File: src/rtl/coprocessor0_regs_pkg.sv
// coprocessor0_regs_pkg: shared CP0 register numbers, ExcCodes, bit positions and defaults
package coprocessor0_regs_pkg;
   localparam logic [4:0] CP0_COUNT   = 5'd9;
   localparam logic [4:0] CP0_COMPARE = 5'd11;
   localparam logic [4:0] CP0_STATUS  = 5'd12;
   localparam logic [4:0] CP0_CAUSE   = 5'd13;
   localparam logic [4:0] CP0_EPC     = 5'd14;
   localparam logic [4:0] CP0_PRID    = 5'd15;

   typedef enum logic [4:0] {
      EXC_INT = 5'd0,
      EXC_SYS = 5'd8,
      EXC_RI  = 5'd10,
      EXC_OV  = 5'd12
   } exc_code_e;

   localparam int ST_IEC      = 0;
   localparam int ST_IM_LSB   = 8;
   localparam int CA_EXC_LSB  = 2;
   localparam int CA_SWIP_LSB = 8;
   localparam int CA_HWIP_LSB = 10;

   localparam logic [31:0] EXC_VECTOR_DEF = 32'h8000_0080;
   localparam logic [31:0] PRID_DEF       = 32'h0000_0200;

   // Fixed exception priority: interrupt > reserved instruction > syscall > overflow
   function automatic exc_code_e exc_code_sel(input logic irq, input logic ri, input logic sys);
      return irq ? EXC_INT : ri ? EXC_RI : sys ? EXC_SYS : EXC_OV;
   endfunction
endpackage

File: src/rtl/coprocessor0_regs_if.sv
// coprocessor0_regs_if: strobe/data bus between the coprocessor control unit and the CP0 bank
// master = control unit / execute stage (drives i_*), slave = CP0 bank (drives o_*)
interface coprocessor0_regs_if #(parameter int DATA_WIDTH = 32);
   logic                  i_valid;
   logic                  i_copr_re;
   logic                  i_copr_we;
   logic                  i_eret;
   logic                  i_copr_wr_instr;
   logic [4:0]            i_addr;
   logic [DATA_WIDTH-1:0] i_wdata;
   logic [DATA_WIDTH-1:0] i_pc;
   logic                  i_exc_sys;
   logic                  i_exc_ov;
   logic [DATA_WIDTH-1:0] o_rdata;
   logic                  o_exc_taken;
   logic [DATA_WIDTH-1:0] o_exc_vector;
   logic                  o_eret_taken;
   logic [DATA_WIDTH-1:0] o_epc;

   modport master (
      output i_valid, i_copr_re, i_copr_we, i_eret, i_copr_wr_instr, i_addr, i_wdata, i_pc,
             i_exc_sys, i_exc_ov,
      input  o_rdata, o_exc_taken, o_exc_vector, o_eret_taken, o_epc
   );
   modport slave (
      input  i_valid, i_copr_re, i_copr_we, i_eret, i_copr_wr_instr, i_addr, i_wdata, i_pc,
             i_exc_sys, i_exc_ov,
      output o_rdata, o_exc_taken, o_exc_vector, o_eret_taken, o_epc
   );
endinterface

File: src/rtl/coprocessor0_regs_irq_sync.sv
// irq_sync: two-flop synchronizer for asynchronous interrupt levels
// Ports: i_clk, i_rst_n (async active-low), i_d (async levels), o_q (synchronized levels)
module irq_sync #(parameter int WIDTH = 6) (
   input  logic             i_clk,
   input  logic             i_rst_n,
   input  logic [WIDTH-1:0] i_d,
   output logic [WIDTH-1:0] o_q
);
   logic [WIDTH-1:0] r_meta;
   logic [WIDTH-1:0] r_sync;

   always_ff @(posedge i_clk or negedge i_rst_n)
      if (!i_rst_n) begin
         r_meta <= '0;
         r_sync <= '0;
      end else begin
         r_meta <= i_d;
         r_sync <= r_meta;
      end

   assign o_q = r_sync;
endmodule

File: src/rtl/coprocessor0_regs.sv
// coprocessor0_regs: CP0 Status/Cause/EPC/PRId bank and exception sequencer
// Ports: i_clk, i_rst_n (async active-low), i_hw_irq (async interrupt levels),
//        bus (coprocessor0_regs_if.slave: MFC0/MTC0/RFE strobes, exception sources, redirect outputs)
// Optional COUNT/COMPARE timer enabled by defining COPR_TIMER_EN
module coprocessor0_regs
   import coprocessor0_regs_pkg::*;
#(
   parameter int              DATA_WIDTH   = 32,
   parameter int              HW_IRQ_WIDTH = 6,
   parameter logic [31:0]     EXC_VECTOR   = EXC_VECTOR_DEF,
   parameter logic [31:0]     PRID_VALUE   = PRID_DEF
) (
   input  logic                    i_clk,
   input  logic                    i_rst_n,
   input  logic [HW_IRQ_WIDTH-1:0] i_hw_irq,
   coprocessor0_regs_if.slave      bus
);
   logic [5:0]            r_ku;
   logic [7:0]            r_im;
   exc_code_e             r_exc_code;
   logic [1:0]            r_sw_ip;
   logic [DATA_WIDTH-1:0] r_epc;

   logic [HW_IRQ_WIDTH-1:0] w_irq_sync;
   logic [5:0]              w_hw_ip;
   logic [7:0]              w_ip;
   logic                    w_timer;
   logic                    w_int;
   logic                    w_exc;
   logic                    w_wr;
   logic                    w_rfe;
   exc_code_e               w_code;
   logic [DATA_WIDTH-1:0]   w_status;
   logic [DATA_WIDTH-1:0]   w_cause;
   logic [DATA_WIDTH-1:0]   w_count_rd;
   logic [DATA_WIDTH-1:0]   w_compare_rd;

   irq_sync #(.WIDTH(HW_IRQ_WIDTH)) u_irq_sync (
      .i_clk   (i_clk),
      .i_rst_n (i_rst_n),
      .i_d     (i_hw_irq),
      .o_q     (w_irq_sync)
   );

   // IP7 is shared between the external line and the timer flag
   assign w_hw_ip = {w_irq_sync[5] | w_timer, w_irq_sync[4:0]};
   assign w_ip    = {w_hw_ip, r_sw_ip};
   assign w_int   = r_ku[ST_IEC] & |(w_ip & r_im);
   assign w_exc   = bus.i_valid & (w_int | bus.i_copr_wr_instr | bus.i_exc_sys | bus.i_exc_ov);
   assign w_code  = exc_code_sel(w_int, bus.i_copr_wr_instr, bus.i_exc_sys);
   // A taken exception squashes any MTC0 or RFE in the same instruction
   assign w_wr    = bus.i_valid & bus.i_copr_we & ~w_exc;
   assign w_rfe   = bus.i_valid & bus.i_eret & ~w_exc;

   always_comb begin
      w_status = '0;
      w_status[ST_IM_LSB +: 8] = r_im;
      w_status[5:0] = r_ku;
      w_cause = '0;
      w_cause[CA_HWIP_LSB +: 6] = w_hw_ip;
      w_cause[CA_SWIP_LSB +: 2] = r_sw_ip;
      w_cause[CA_EXC_LSB +: 5] = r_exc_code;
   end

   always_ff @(posedge i_clk or negedge i_rst_n)
      if (!i_rst_n) begin
         r_ku       <= '0;
         r_im       <= '0;
         r_exc_code <= EXC_INT;
         r_sw_ip    <= '0;
         r_epc      <= '0;
      end else if (w_exc) begin
         r_epc      <= bus.i_pc;
         r_exc_code <= w_code;
         r_ku       <= {r_ku[3:0], 2'b00};
      end else begin
         if (w_wr && bus.i_addr == CP0_STATUS) begin
            r_im <= bus.i_wdata[ST_IM_LSB +: 8];
            r_ku <= bus.i_wdata[5:0];
         end else if (w_rfe)
            r_ku[3:0] <= r_ku[5:2];
         if (w_wr && bus.i_addr == CP0_CAUSE)
            r_sw_ip <= bus.i_wdata[CA_SWIP_LSB +: 2];
      end

`ifdef COPR_TIMER_EN
   logic [DATA_WIDTH-1:0] r_count;
   logic [DATA_WIDTH-1:0] r_compare;
   logic                  r_timer_flag;

   always_ff @(posedge i_clk or negedge i_rst_n)
      if (!i_rst_n) begin
         r_count      <= '0;
         r_compare    <= '1;
         r_timer_flag <= 1'b0;
      end else begin
         r_count <= (w_wr && bus.i_addr == CP0_COUNT) ? bus.i_wdata : r_count + 1'b1;
         // A COMPARE write acknowledges the timer even if a match lands on the same edge
         if (w_wr && bus.i_addr == CP0_COMPARE) begin
            r_compare    <= bus.i_wdata;
            r_timer_flag <= 1'b0;
         end else if (r_count == r_compare)
            r_timer_flag <= 1'b1;
      end

   assign w_timer      = r_timer_flag;
   assign w_count_rd   = r_count;
   assign w_compare_rd = r_compare;
`else
   assign w_timer      = 1'b0;
   assign w_count_rd   = '0;
   assign w_compare_rd = '0;
`endif

   assign bus.o_rdata = !bus.i_copr_re               ? '0 :
                        bus.i_addr == CP0_STATUS     ? w_status :
                        bus.i_addr == CP0_CAUSE      ? w_cause :
                        bus.i_addr == CP0_EPC        ? r_epc :
                        bus.i_addr == CP0_PRID       ? DATA_WIDTH'(PRID_VALUE) :
                        bus.i_addr == CP0_COUNT      ? w_count_rd :
                        bus.i_addr == CP0_COMPARE    ? w_compare_rd : '0;

   assign bus.o_exc_taken  = w_exc;
   assign bus.o_exc_vector = DATA_WIDTH'(EXC_VECTOR);
   assign bus.o_eret_taken = w_rfe;
   assign bus.o_epc        = r_epc;
endmodule
File: src/flat_wrapper.sv
// flat-port wrapper written by rule: the top's interface ports become plain ports
module coprocessor0_regs_flat import coprocessor0_regs_pkg::*;
#(
   parameter int              DATA_WIDTH   = 32,
   parameter int              HW_IRQ_WIDTH = 6,
   parameter logic [31:0]     EXC_VECTOR   = EXC_VECTOR_DEF,
   parameter logic [31:0]     PRID_VALUE   = PRID_DEF
)
  (i_clk, i_rst_n, i_hw_irq, bus_i_valid, bus_i_copr_re, bus_i_copr_we, bus_i_eret, bus_i_copr_wr_instr, bus_i_addr, bus_i_wdata, bus_i_pc, bus_i_exc_sys, bus_i_exc_ov, bus_o_rdata, bus_o_exc_taken, bus_o_exc_vector, bus_o_eret_taken, bus_o_epc);
  coprocessor0_regs_if #(.DATA_WIDTH(DATA_WIDTH)) bus_i ();
  input  logic i_clk;
  input  logic i_rst_n;
  input  logic [HW_IRQ_WIDTH-1:0] i_hw_irq;
  input wire logic [$bits(bus_i.i_valid)-1:0] bus_i_valid;
  input wire logic [$bits(bus_i.i_copr_re)-1:0] bus_i_copr_re;
  input wire logic [$bits(bus_i.i_copr_we)-1:0] bus_i_copr_we;
  input wire logic [$bits(bus_i.i_eret)-1:0] bus_i_eret;
  input wire logic [$bits(bus_i.i_copr_wr_instr)-1:0] bus_i_copr_wr_instr;
  input wire logic [$bits(bus_i.i_addr)-1:0] bus_i_addr;
  input wire logic [$bits(bus_i.i_wdata)-1:0] bus_i_wdata;
  input wire logic [$bits(bus_i.i_pc)-1:0] bus_i_pc;
  input wire logic [$bits(bus_i.i_exc_sys)-1:0] bus_i_exc_sys;
  input wire logic [$bits(bus_i.i_exc_ov)-1:0] bus_i_exc_ov;
  output wire logic [$bits(bus_i.o_rdata)-1:0] bus_o_rdata;
  output wire logic [$bits(bus_i.o_exc_taken)-1:0] bus_o_exc_taken;
  output wire logic [$bits(bus_i.o_exc_vector)-1:0] bus_o_exc_vector;
  output wire logic [$bits(bus_i.o_eret_taken)-1:0] bus_o_eret_taken;
  output wire logic [$bits(bus_i.o_epc)-1:0] bus_o_epc;
  assign bus_i.i_valid = bus_i_valid;
  assign bus_i.i_copr_re = bus_i_copr_re;
  assign bus_i.i_copr_we = bus_i_copr_we;
  assign bus_i.i_eret = bus_i_eret;
  assign bus_i.i_copr_wr_instr = bus_i_copr_wr_instr;
  assign bus_i.i_addr = bus_i_addr;
  assign bus_i.i_wdata = bus_i_wdata;
  assign bus_i.i_pc = bus_i_pc;
  assign bus_i.i_exc_sys = bus_i_exc_sys;
  assign bus_i.i_exc_ov = bus_i_exc_ov;
  assign bus_o_rdata = bus_i.o_rdata;
  assign bus_o_exc_taken = bus_i.o_exc_taken;
  assign bus_o_exc_vector = bus_i.o_exc_vector;
  assign bus_o_eret_taken = bus_i.o_eret_taken;
  assign bus_o_epc = bus_i.o_epc;
  coprocessor0_regs #(.DATA_WIDTH(DATA_WIDTH), .HW_IRQ_WIDTH(HW_IRQ_WIDTH), .EXC_VECTOR(EXC_VECTOR), .PRID_VALUE(PRID_VALUE)) u_core (.i_clk(i_clk), .i_rst_n(i_rst_n), .i_hw_irq(i_hw_irq), .bus(bus_i));
endmodule
File: config.mk
export PLATFORM = sky130hd
export DESIGN_NAME = coprocessor0_regs_flat
export DESIGN_NICKNAME = d
export VERILOG_FILES = /design/src/rtl/coprocessor0_regs_pkg.sv /design/src/rtl/coprocessor0_regs_if.sv /design/src/rtl/coprocessor0_regs_irq_sync.sv /design/src/rtl/coprocessor0_regs.sv /design/src/flat_wrapper.sv
export SDC_FILE = /design/constraint.sdc
export NUM_CORES = 1
export LEC_CHECK = 0
export ABC_CLOCK_PERIOD_IN_PS = 4900
export CAP_MARGIN = 20
export CELL_PAD_IN_SITES_DETAIL_PLACEMENT = 1
export CELL_PAD_IN_SITES_GLOBAL_PLACEMENT = 1
export CORE_MARGIN = 3
export CORE_UTILIZATION = 48
export DETAILED_ROUTE_END_ITERATION = 10
export DONT_BUFFER_PORTS = 1
export PLACE_DENSITY_LB_ADDON = 0.1
export SETUP_SLACK_MARGIN = 0.02
export SLEW_MARGIN = 30
export SYNTH_ARGS = -nofsm -noshare
export SYNTH_HDL_FRONTEND = slang
export SYNTH_HIERARCHICAL = 1
export SYNTH_SLANG_ARGS = --single-unit
export TNS_END_PERCENT = 1
File: constraint.sdc
create_clock -name i_clk -period 4.9 [get_ports i_clk]
set_input_delay 0.49 -clock i_clk [delete_from_list [all_inputs] [get_ports i_clk]]
set_output_delay 0.49 -clock i_clk [all_outputs]
set_load 0.03 [all_outputs]
==> flow_summary.toml, run 1 <==
[routing]
wl_per_cell_um = 19.1
drtIter0Drc = 61
drt_first_pass_iters = 4
drc = 0
num_vias = 2282
routed_wl_um = 8060
vias_per_cell = 5.41
postRouteAntennaNets = 0

[critical_path]
timing.critical_path.depth = 5
cp_top_family = "compound AO/OA/AOI/OAI gates"
crit_buf_inv = 2
cp-end-kind = "output pin"
reg2reg_depth = 7
cpPeakStageDelay_ns = 0.39
cp.arrival_ns = 2.05
crit_chain = "a22oi_1 -> a41o_2 -> a21o_1 -> buf_4 -> inv_4"
criticalPathCategory = "flop to output pin"
cp_slowest_cell = "dfrtp_1"
critical_path_required_ns = 4.41
path_max_fanout = 39
critPathLaunchType = "flop"

[layout]
drive_gt1_share_pct = 10.4
layout_common_cells = "nand2_1, dfrtp_1, conb_1"
diodes = 0
finalInstanceArea_um2 = 3300
area_growth_syn_to_layout_pct = 2.45
fin_nets = 424
fill_cells = 769
layout_commonest_cell = "nand2_1"

[place]
dpl_cell_area_um2 = 3080
pre_cts_slack_ns = 2.42
io_buffers = 0
hpwl_um = 5750
gp_congestion = 0.776

[pwr]
vdd_drop_max_v = 0.000170
power_density_nw_per_um2 = 373
p_leak_nw = 1.68

[die]
core_area_um2 = 6420
chipHeight_um = 87.9
ioPinCount = 182
die_x_um = 87.9
row_count = 29
start_util_pct = 50.2
design.die.area_um2 = 7730

[clocking]
clock_latency_ns = 0.33
clkTransAtPathRegs_ns = 0.07
cts_tree = "yes"
cts_buffer_depth = 2
htreeDepth = 3
cts-root-buf = "clkbuf_8"
cts_resized = 0
cts_made_buffers = 9
clock-sinks = 63

[sta]
fin_ws_ns = 2.36
rsz0062_at_grt = "no"
fin_skew_ns = 0.00914
tns_ns = 0
min_period_ns = 2.54
hold_viol = 0
slew_violations = 0
worst_slew_pin_slew_ns = 0.983
fmax_ghz = 0.394
fin_crit_sh_pct = 51.8
setup_viol = 0
slew_headroom_pct = 34.0

[grt]
grt_pass1_vias = 2355
grt.overflow.total = 0
grt_pass1_wl_um = 12300
grt_max_degree = 64
grtUsageTotal_pct = 21.1
grt_antenna_before_repair = 0

[yosys]
yosysWarnings = 6
synthCells = 346
synth.distinct_cells = 37
yosysSeqAreaShare_pct = 48.9
syn_area_um2 = 3220
ys_ff_latch = 63
synthFlopType = "dfrtp_1"
synth-edff-count = 0
syn_area_per_cell_um2 = 9.32
ys_async_sr_fraction_pct = 100

[min_path]
hold_class = "input port to async pin"

[outcome]
status = "finished, final reports clean"

[flow_run]
maxCapViolCount = 0
## final timing paths
check                                             from                          end  slack (ns)
min reg2reg                u_core/u_irq_sync/r_meta[1]     u_core/u_irq_sync/o_q[1]        0.35
max                                     u_core/r_im[5]              bus_o_exc_taken        2.36
min in group i_clk                         i_hw_irq[0]  u_core/u_irq_sync/r_meta[0]        0.18
max reg2reg                             u_core/r_im[5]               u_core/r_ku[4]        2.69
max in group asynchronous                      i_rst_n         u_core/r_exc_code[3]        4.60
min                                            i_rst_n     u_core/u_irq_sync/o_q[5]        0.02
## where the power goes
part	internal (mW)	switching (mW)
Sequential	0.559	0.0976
Combinational	0.0358	0.0954
Clock	0.247	0.198
Total	0.842	0.391
## state kept, by name (all words and copies together), names as in the netlist
register	count
u_core/r_exc_code	3
u_core/bus.o_epc	32
u_core/r_im	8
u_core/u_irq_sync/r_meta	6
u_core/r_ku	6
u_core/u_irq_sync/o_q	6
u_core/r_sw_ip	2
## logic make-up (layout without fill, tap and decap cells)
| group | Yosys count | count (layout) | share of synthesized area [%] |
|---|---|---|---|
| buffers and inverters | 53 | 22 | 11.9 |
| AO/OA/AOI/OAI | 33 | 33 | 6.44 |
| multiplexers | 26 | 26 | 8.46 |
| flip-flops | 63 | 63 | 48.9 |
| AND/OR/NAND/NOR | 169 | 169 | 24.1 |
| other | 2 | 32 | 0.233 |
## what timing repair did
action,4_1_cts,5_1_grt
buffers inserted,0,0
hold buffers,1,0
hold endpoints to repair,63,0
## routing by layer
| layer | vias to the layer above | global-route usage (%) | share of wire, % |
|---|---|---|---|
| li1 | 1049 | - | - |
| met1 | 1121 | 27.2 | 42 |
| met2 | 101 | 33.8 | 49 |
| met3 | 11 | 6.21 | 7.7 |
| met4 | 0 | 8.09 | 1.5 |
| met5 | - | 0 | 0 |
## synthesized netlist by cell type, types with 2 or more instances
cell type  count  share of area (%)
a21o_1         3               0.70
nor2b_1        3               0.58
inv_1          2               0.23
and2_1        18                3.5
o21ai_0        5               0.78
conb_1         2               0.23
buf_4         34                7.9
nor3_1         5               0.78
and3_1         2               0.39
clkbuf_1       5               0.58
a22oi_1        7                1.6
nand3_1        2               0.31
mux2i_1       16                5.0
buf_6          4                1.4
a21oi_1       12                1.9
nand2_1      104                 12
buf_2          5               0.78
nor3_2         3               0.93
dfrtp_1       63                 49
nor2_1        25                2.9
mux2_2        10                3.5
## final cells by class
cell class | instances | area (um^2) | area share [%]
clock buffers | 12 | 145 | 4.40
clock inverters | 4 | 45.0 | 1.36
inverters | 3 | 13.8 | 0.417
multi-input cells | 260 | 1380 | 41.9
flip-flops and latches | 63 | 1580 | 47.7
well taps | 77 | 96.3 | 2.92
repair buffers | 3 | 42.5 | 1.29
## metrics by stage
step | std cells | util [%] | hold WS (ns) | total power [mW]
2_1_floorplan | 376 | - | 0.194 | 0.786
3_3_place_gp | 405 | 47.9 | 0.196 | 0.780
3_5_place_dp | 405 | 47.9 | 0.196 | 0.787
4_1_cts | 422 | 51.3 | 0.0228 | 1.25
5_1_grt | 422 | 51.4 | 0.0242 | 1.29
6_report | 422 | 51.4 | 0.0218 | 1.23
No activity file was read; power rests on OpenSTA's default activity.
==> run 2, diff against run 1 <==
--- a/config.mk
+++ b/config.mk
@@ -5,12 +5,12 @@
 export SDC_FILE = /design/constraint.sdc
 export NUM_CORES = 1
 export LEC_CHECK = 0
-export ABC_CLOCK_PERIOD_IN_PS = 4900
+export ABC_CLOCK_PERIOD_IN_PS = 2400
 export CAP_MARGIN = 20
 export CELL_PAD_IN_SITES_DETAIL_PLACEMENT = 1
 export CELL_PAD_IN_SITES_GLOBAL_PLACEMENT = 1
 export CORE_MARGIN = 3
-export CORE_UTILIZATION = 48
+export CORE_UTILIZATION = 45
 export DETAILED_ROUTE_END_ITERATION = 10
 export DONT_BUFFER_PORTS = 1
 export PLACE_DENSITY_LB_ADDON = 0.1
==> constraint.sdc (replaced) <==
create_clock -name i_clk -period 2.4 [get_ports i_clk]
set_input_delay 0.24 -clock i_clk [delete_from_list [all_inputs] [get_ports i_clk]]
set_output_delay 0.24 -clock i_clk [all_outputs]
set_load 0.03 [all_outputs]
==> flow_summary.toml, run 2 (synthesized netlist as in run 1, its figures left out) <==
[outcome]
status = "finished, final reports clean"

[sta]
fmax_ghz = 0.471
setup_viol = 0
hold_viol = 0
fin_skew_ns = 0.00947
worst_slew_pin_slew_ns = 0.551
slew_headroom_pct = 63.1
slew_violations = 0
min_period_ns = 2.12
fin_crit_sh_pct = 88.4
rsz0062_at_grt = "no"
tns_ns = 0

[pwr]
sw_frac_of_total_pct = 34.6
pwr-share-seq_pct = 53.9
power_switching_mw = 0.862
power_density_nw_per_um2 = 660
clkPwrFrac_pct = 33.9
combPwrFrac_pct = 12.1
intPower_mw = 1.63
p_leak_nw = 1.94
vdd_drop_max_v = 0.000293

[clocking]
clkTransAtPathRegs_ns = 0.08
cts_made_buffers = 9
cts_resized = 0
cts_buffer_depth = 2
htreeDepth = 3
clock_latency_ns = 0.34
clock-sinks = 63
cts-root-buf = "clkbuf_8"
cts_tree = "yes"

[critical_path]
cp.arrival_ns = 1.88
cp_slowest_cell = "nor2_1"
cp-end-kind = "output pin"
rrSetupSlack_ns = 0.58
criticalPathCategory = "flop to output pin"
reg2reg_depth = 5
critical_path_required_ns = 2.16
path_max_fanout = 8
critPathLaunchType = "flop"
cpPeakStageDelay_ns = 0.47
crit_chain = "a22oi_1 -> a41o_2 -> nand2_1 -> nor2_1"

[grt]
grt_pass1_wl_um = 13700
grt.overflow.total = 0
grt_max_degree = 64
grt_antenna_before_repair = 0
grtUsageTotal_pct = 21.2
grt_pass1_vias = 2649

[die]
die_x_um = 90.6
design.die.area_um2 = 8210
ioPinCount = 182
core_area_um2 = 6870
row_count = 30
start_util_pct = 46.9
chipHeight_um = 90.6

[layout]
layout_commonest_cell = "nand2_1"
largest_reg_flops = 32
diodes = 0
multi_input_area_um2 = 1380
area_growth_syn_to_layout_pct = 16.8
drive_gt1_share_pct = 18.8
fin_nets = 479
regArea_um2 = 1580
finalInstanceArea_um2 = 3770
layout_common_cells = "nand2_1, dfrtp_1, buf_4"
fill_cells = 827

[routing]
drt_first_pass_iters = 4
routed_wl_um = 8720
drtIter0Drc = 89
postRouteAntennaNets = 0
num_vias = 2489
vias_per_cell = 5.02
wl_per_cell_um = 17.6
drc = 0

[place]
hpwl_um = 6180
io_buffers = 0
gp_congestion = 0.796
dpl_cell_area_um2 = 3380

[min_path]
hold_class = "input port to flop"
hold_depth = 2

[flow_run]
maxCapViolCount = 0
==> run 2: changes by cell type in the layout (fill, tap and decap cells not counted), moves of 2 or more <==
cell           previous run  this run
clkinv_2                  3         1
dlygate4sd3_1             0        18
inv_6                     0         3
clkinvlp_4                0         2
buf_4                     2        39
clkbuf_1                  2         0
==> run 2: repair_timing <==
item / 4_1_cts / 5_1_grt
hold buffers: 11 / 8
buffers inserted: 0 / 0
endpoints found under the setup margin: 0 / 0
endpoints found under the hold margin: 72 / 8
==> run 2: area by class of cell <==
cell class                      count  area share (%)
Tap cell                           96            3.19
Clock inverter                      7            1.46
Sequential cell                    63            41.9
Clock buffer                        9            3.29
Timing Repair Buffer               58            13.3
Multi-Input combinational cell    260            36.5
Inverter                            3           0.365
==> run 2: path summary, 6_finish.rpt <==
check / startpoint / to
max reg2reg: u_core/r_im[4] / u_core/r_im[6]
min in group asynchronous: i_rst_n / u_core/u_irq_sync/o_q[0]
max in group asynchronous: i_rst_n / u_core/bus.o_epc[5]
min reg2reg: u_core/u_irq_sync/r_meta[3] / u_core/u_irq_sync/o_q[3]
max: u_core/r_im[4] / bus_o_eret_taken
min: bus_i_pc[0] / u_core/bus.o_epc[0]
==> run 2: critical path, delay by kind of cell, from the launching register on <==
| kind | cells | cell delay [ns] |
|---|---|---|
| flip-flops | 1 | 0.40 |
| AND/OR/NAND/NOR | 2 | 0.58 |
| AO/OA/AOI/OAI | 2 | 0.56 |
==> run 2: power by group through the flow <==
stage	combinational (mW)	clock (mW)	sequential (mW)
2_1_floorplan	0.273	0	1.33
3_3_place_gp	0.242	0	1.36
3_5_place_dp	0.251	0	1.36
4_1_cts	0.293	0.866	1.34
5_1_grt	0.337	0.928	1.35
6_report	0.302	0.844	1.34
==> run 2: metal layers <==
| layer | track usage (%) | vias up | routed length [um] |
|---|---|---|---|
| li1 | - | 1157 | - |
| met1 | 26.3 | 1222 | 3660 |
| met2 | 35.9 | 101 | 4320 |
| met3 | 6.33 | 9 | 667 |
| met4 | 5.36 | 0 | 77 |
| met5 | 0 | - | 0 |
==> run 2: stage by stage <==
step	power, mW	cells	hold WS (ns)	setup WS [ns]	util, %
after floorplan	1.60	376	-0.0556	0.729	-
after global placement	1.60	461	-0.0536	0.602	49.2
after detailed placement	1.61	461	-0.0535	0.604	49.2
after CTS	2.50	488	0.0000283	0.293	53.7
after global routing	2.62	496	0.000995	0.153	54.8
final	2.49	496	0.00994	0.279	54.8
==> run 3, diff against run 2 <==
--- a/config.mk
+++ b/config.mk
@@ -5,12 +5,13 @@
 export SDC_FILE = /design/constraint.sdc
 export NUM_CORES = 1
 export LEC_CHECK = 0
+export ABC_AREA = 1
 export ABC_CLOCK_PERIOD_IN_PS = 2400
 export CAP_MARGIN = 20
 export CELL_PAD_IN_SITES_DETAIL_PLACEMENT = 1
 export CELL_PAD_IN_SITES_GLOBAL_PLACEMENT = 1
 export CORE_MARGIN = 3
-export CORE_UTILIZATION = 45
+export CORE_UTILIZATION = 43
 export DETAILED_ROUTE_END_ITERATION = 10
 export DONT_BUFFER_PORTS = 1
 export PLACE_DENSITY_LB_ADDON = 0.1
==> flow_summary.toml, run 3 <==
[clocking]
cts-root-buf = "clkbuf_8"
cts_tree = "yes"
clock-sinks = 63
clkTransAtPathRegs_ns = 0.07
htreeDepth = 3
post_cts_buffers = 0
cts_buffer_depth = 2
clock_latency_ns = 0.35
cts_made_buffers = 9

[min_path]
worstHoldStart = "bus_i_pc[2]"
hold_class = "input port to flop"
min_to = "u_core/bus.o_epc[2]"
hold_depth = 2

[yosys]
syn_area_per_cell_um2 = 7.66
synth.area.mux_share_pct = 0
synthSimpleGateAreaFrac_pct = 32.9
synth_compound_area_share_pct = 4.72
yosysMostFrequentCell = "nand2_1"
ys_ff_latch = 63
yosysWarnings = 6
synth_top_area_cell = "dfrtp_1"
yosysTopAreaCellShare_pct = 49.6
yosysSeqAreaShare_pct = 49.6
synth-edff-count = 0
synth_top_family_by_area = "simple AND/OR/NAND/NOR gates"
syn_area_um2 = 3180
yosys-top-cells-area = "dfrtp_1, nand2_1, buf_4, nor2_1, a31oi_1"
synth_fa_ha_area_share_pct = 0
synthXorXnorAreaFrac_pct = 0
synthFlopType = "dfrtp_1"
yosys-top-cells-count = "nand2_1, dfrtp_1, buf_4, nor2_1, inv_1"
ys_async_sr_fraction_pct = 100
synthCells = 415
synth.distinct_cells = 25

[critical_path]
cp-end-kind = "output pin"
crit_chain = "nand2_1 -> nand2_1 -> nor2_1 -> nand2_1 -> nand2_2 -> nand3_2 -> nor2_1"
criticalPathCategory = "flop to output pin"
cp.arrival_ns = 1.81
crit_buf_inv = 0
reg2reg_depth = 11
cp_top_family = "simple AND/OR/NAND/NOR gates"
path_max_fanout = 5
rrSetupSlack_ns = 0.46
cpPeakStageDelay_ns = 0.46
critPathLaunchType = "flop"
rr_endpoint = "u_core/r_sw_ip[1]"
r2r-start = "u_core/r_sw_ip[1]"
cp_slowest_cell = "nor2_1"
cp_common_cell = "nand2_1"
critical_path_required_ns = 2.16

[grt]
grtUsageTotal_pct = 22.6
grt.overflow.total = 0
grt_max_degree = 64
grt_pass1_vias = 2958
grt_pass1_wl_um = 14900
grt_antenna_before_repair = 0

[sta]
min_period_ns = 2.05
worst_slew_pin_slew_ns = 0.828
rsz0062_at_grt = "no"
slew_headroom_pct = 44.8
slew_violations = 0
fin_skew_ns = 0.0106
tns_ns = 0
hold_viol = 0
fmax_ghz = 0.487
whs_ns = 0.0152
fin_crit_sh_pct = 85.5
fin_ws_ns = 0.349
setup_viol = 0

[routing]
wl_per_cell_um = 16.7
drtIter0Drc = 94
postRouteAntennaNets = 0
routed_wl_um = 9370
drt_first_pass_iters = 4
num_vias = 2751
vias_per_cell = 4.91
drc = 0

[die]
start_util_pct = 45.5
core_area_um2 = 6980
row_count = 30
die_x_um = 92.0
ioPinCount = 182
chipHeight_um = 92.0
design.die.area_um2 = 8460

[layout]
fin_nets = 544
layout_common_cells = "nand2_1, dfrtp_1, conb_1, dlygate4sd3_1, nor2_1"
area_growth_syn_to_layout_pct = 17.7
diodes = 0
layout_commonest_cell = "nand2_1"
instances_no_fill = 560
drive_gt1_share_pct = 11.2
largest_reg_flops = 32
finalInstanceArea_um2 = 3740
fill_cells = 872

[place]
dpl_cell_area_um2 = 3220
gp_congestion = 0.799
dp.cells = 512
hpwl_um = 6460
io_buffers = 0
pre_cts_slack_ns = 0.464

[pwr]
power_density_nw_per_um2 = 664
vdd_drop_max_v = 0.000397
p_leak_nw = 1.92

[outcome]
status = "finished, final reports clean"

[flow_run]
maxCapViolCount = 0
[run 3: final cells by class]
class                      instances  area (um^2)  share of cell area, %
clock buffer                       9          124                   3.31
multi-input combinational        318         1320                   35.4
clock inverter                     6         46.3                   1.24
sequential                        63         1580                   42.1
timing repair buffer              52          490                   13.1
inverter                          16         60.1                   1.61
tap                               96          120                   3.21
[run 3: cells by family (layout without fill, tap and decap cells)]
group | after synthesis | in the layout
flops | 63 | 63
buf+inv | 64 | 83
compound gates | 24 | 24
simple gates | 262 | 262
other cells | 2 | 32
[run 3: worst max-delay path by stage]
stage	end	slack, ns	cells after the start	from
6_report	bus_o_eret_taken	0.35	7	u_core/r_sw_ip[1]
5_1_grt	bus_o_eret_taken	0.20	7	u_core/r_im[3]
4_1_cts	bus_o_eret_taken	0.31	7	u_core/r_sw_ip[1]
3_5_place_dp	u_core/r_sw_ip[1]	0.46	11	u_core/r_sw_ip[1]
3_3_place_gp	u_core/bus.o_epc[12]	0.53	11	u_core/r_im[1]
2_1_floorplan	bus_o_rdata[9]	0.55	2	u_core/bus.o_epc[9]
[run 3: what timing repair did]
item,CTS,global route
endpoints found under the setup margin,0,0
hold buffers,32,1
resized for setup,0,0
hold endpoints to repair,93,1
[run 3: power breakdown]
part / switching, mW / internal [mW] / leakage [nW]
logic: 0.223 / 0.0978 / 1.05
registers: 0.202 / 1.15 / 0.788
clock network: 0.438 / 0.375 / 0.0821
total: 0.864 / 1.62 / 1.92
[run 3: metrics by stage]
step	power [mW]	util, %
2_1_floorplan	1.59	-
3_3_place_gp	1.61	46.2
3_5_place_dp	1.62	46.2
4_1_cts	2.52	53.4
5_1_grt	2.62	53.6
6_report	2.48	53.6
[run 3: per-layer routing]
| metal | wire (um) | track usage [%] |
|---|---|---|
| met5 | 0 | 0 |
| met4 | 102 | 7.18 |
| met3 | 766 | 7.05 |
| met2 | 4670 | 38.4 |
| met1 | 3830 | 27.3 |
[run 3: worst reg2reg max path: stages (launching register included)]
cell and delay, ns:
dfrtp_1 0.40, nand2_1 0.09, nand2_1 0.06, nor2_1 0.11, nand2_1 0.08, nand2_2 0.14, nand3_2 0.13, nand2_4 0.12
buf_4 0.30, nand3_1 0.21, nand2_1 0.10, o21ai_0 0.08
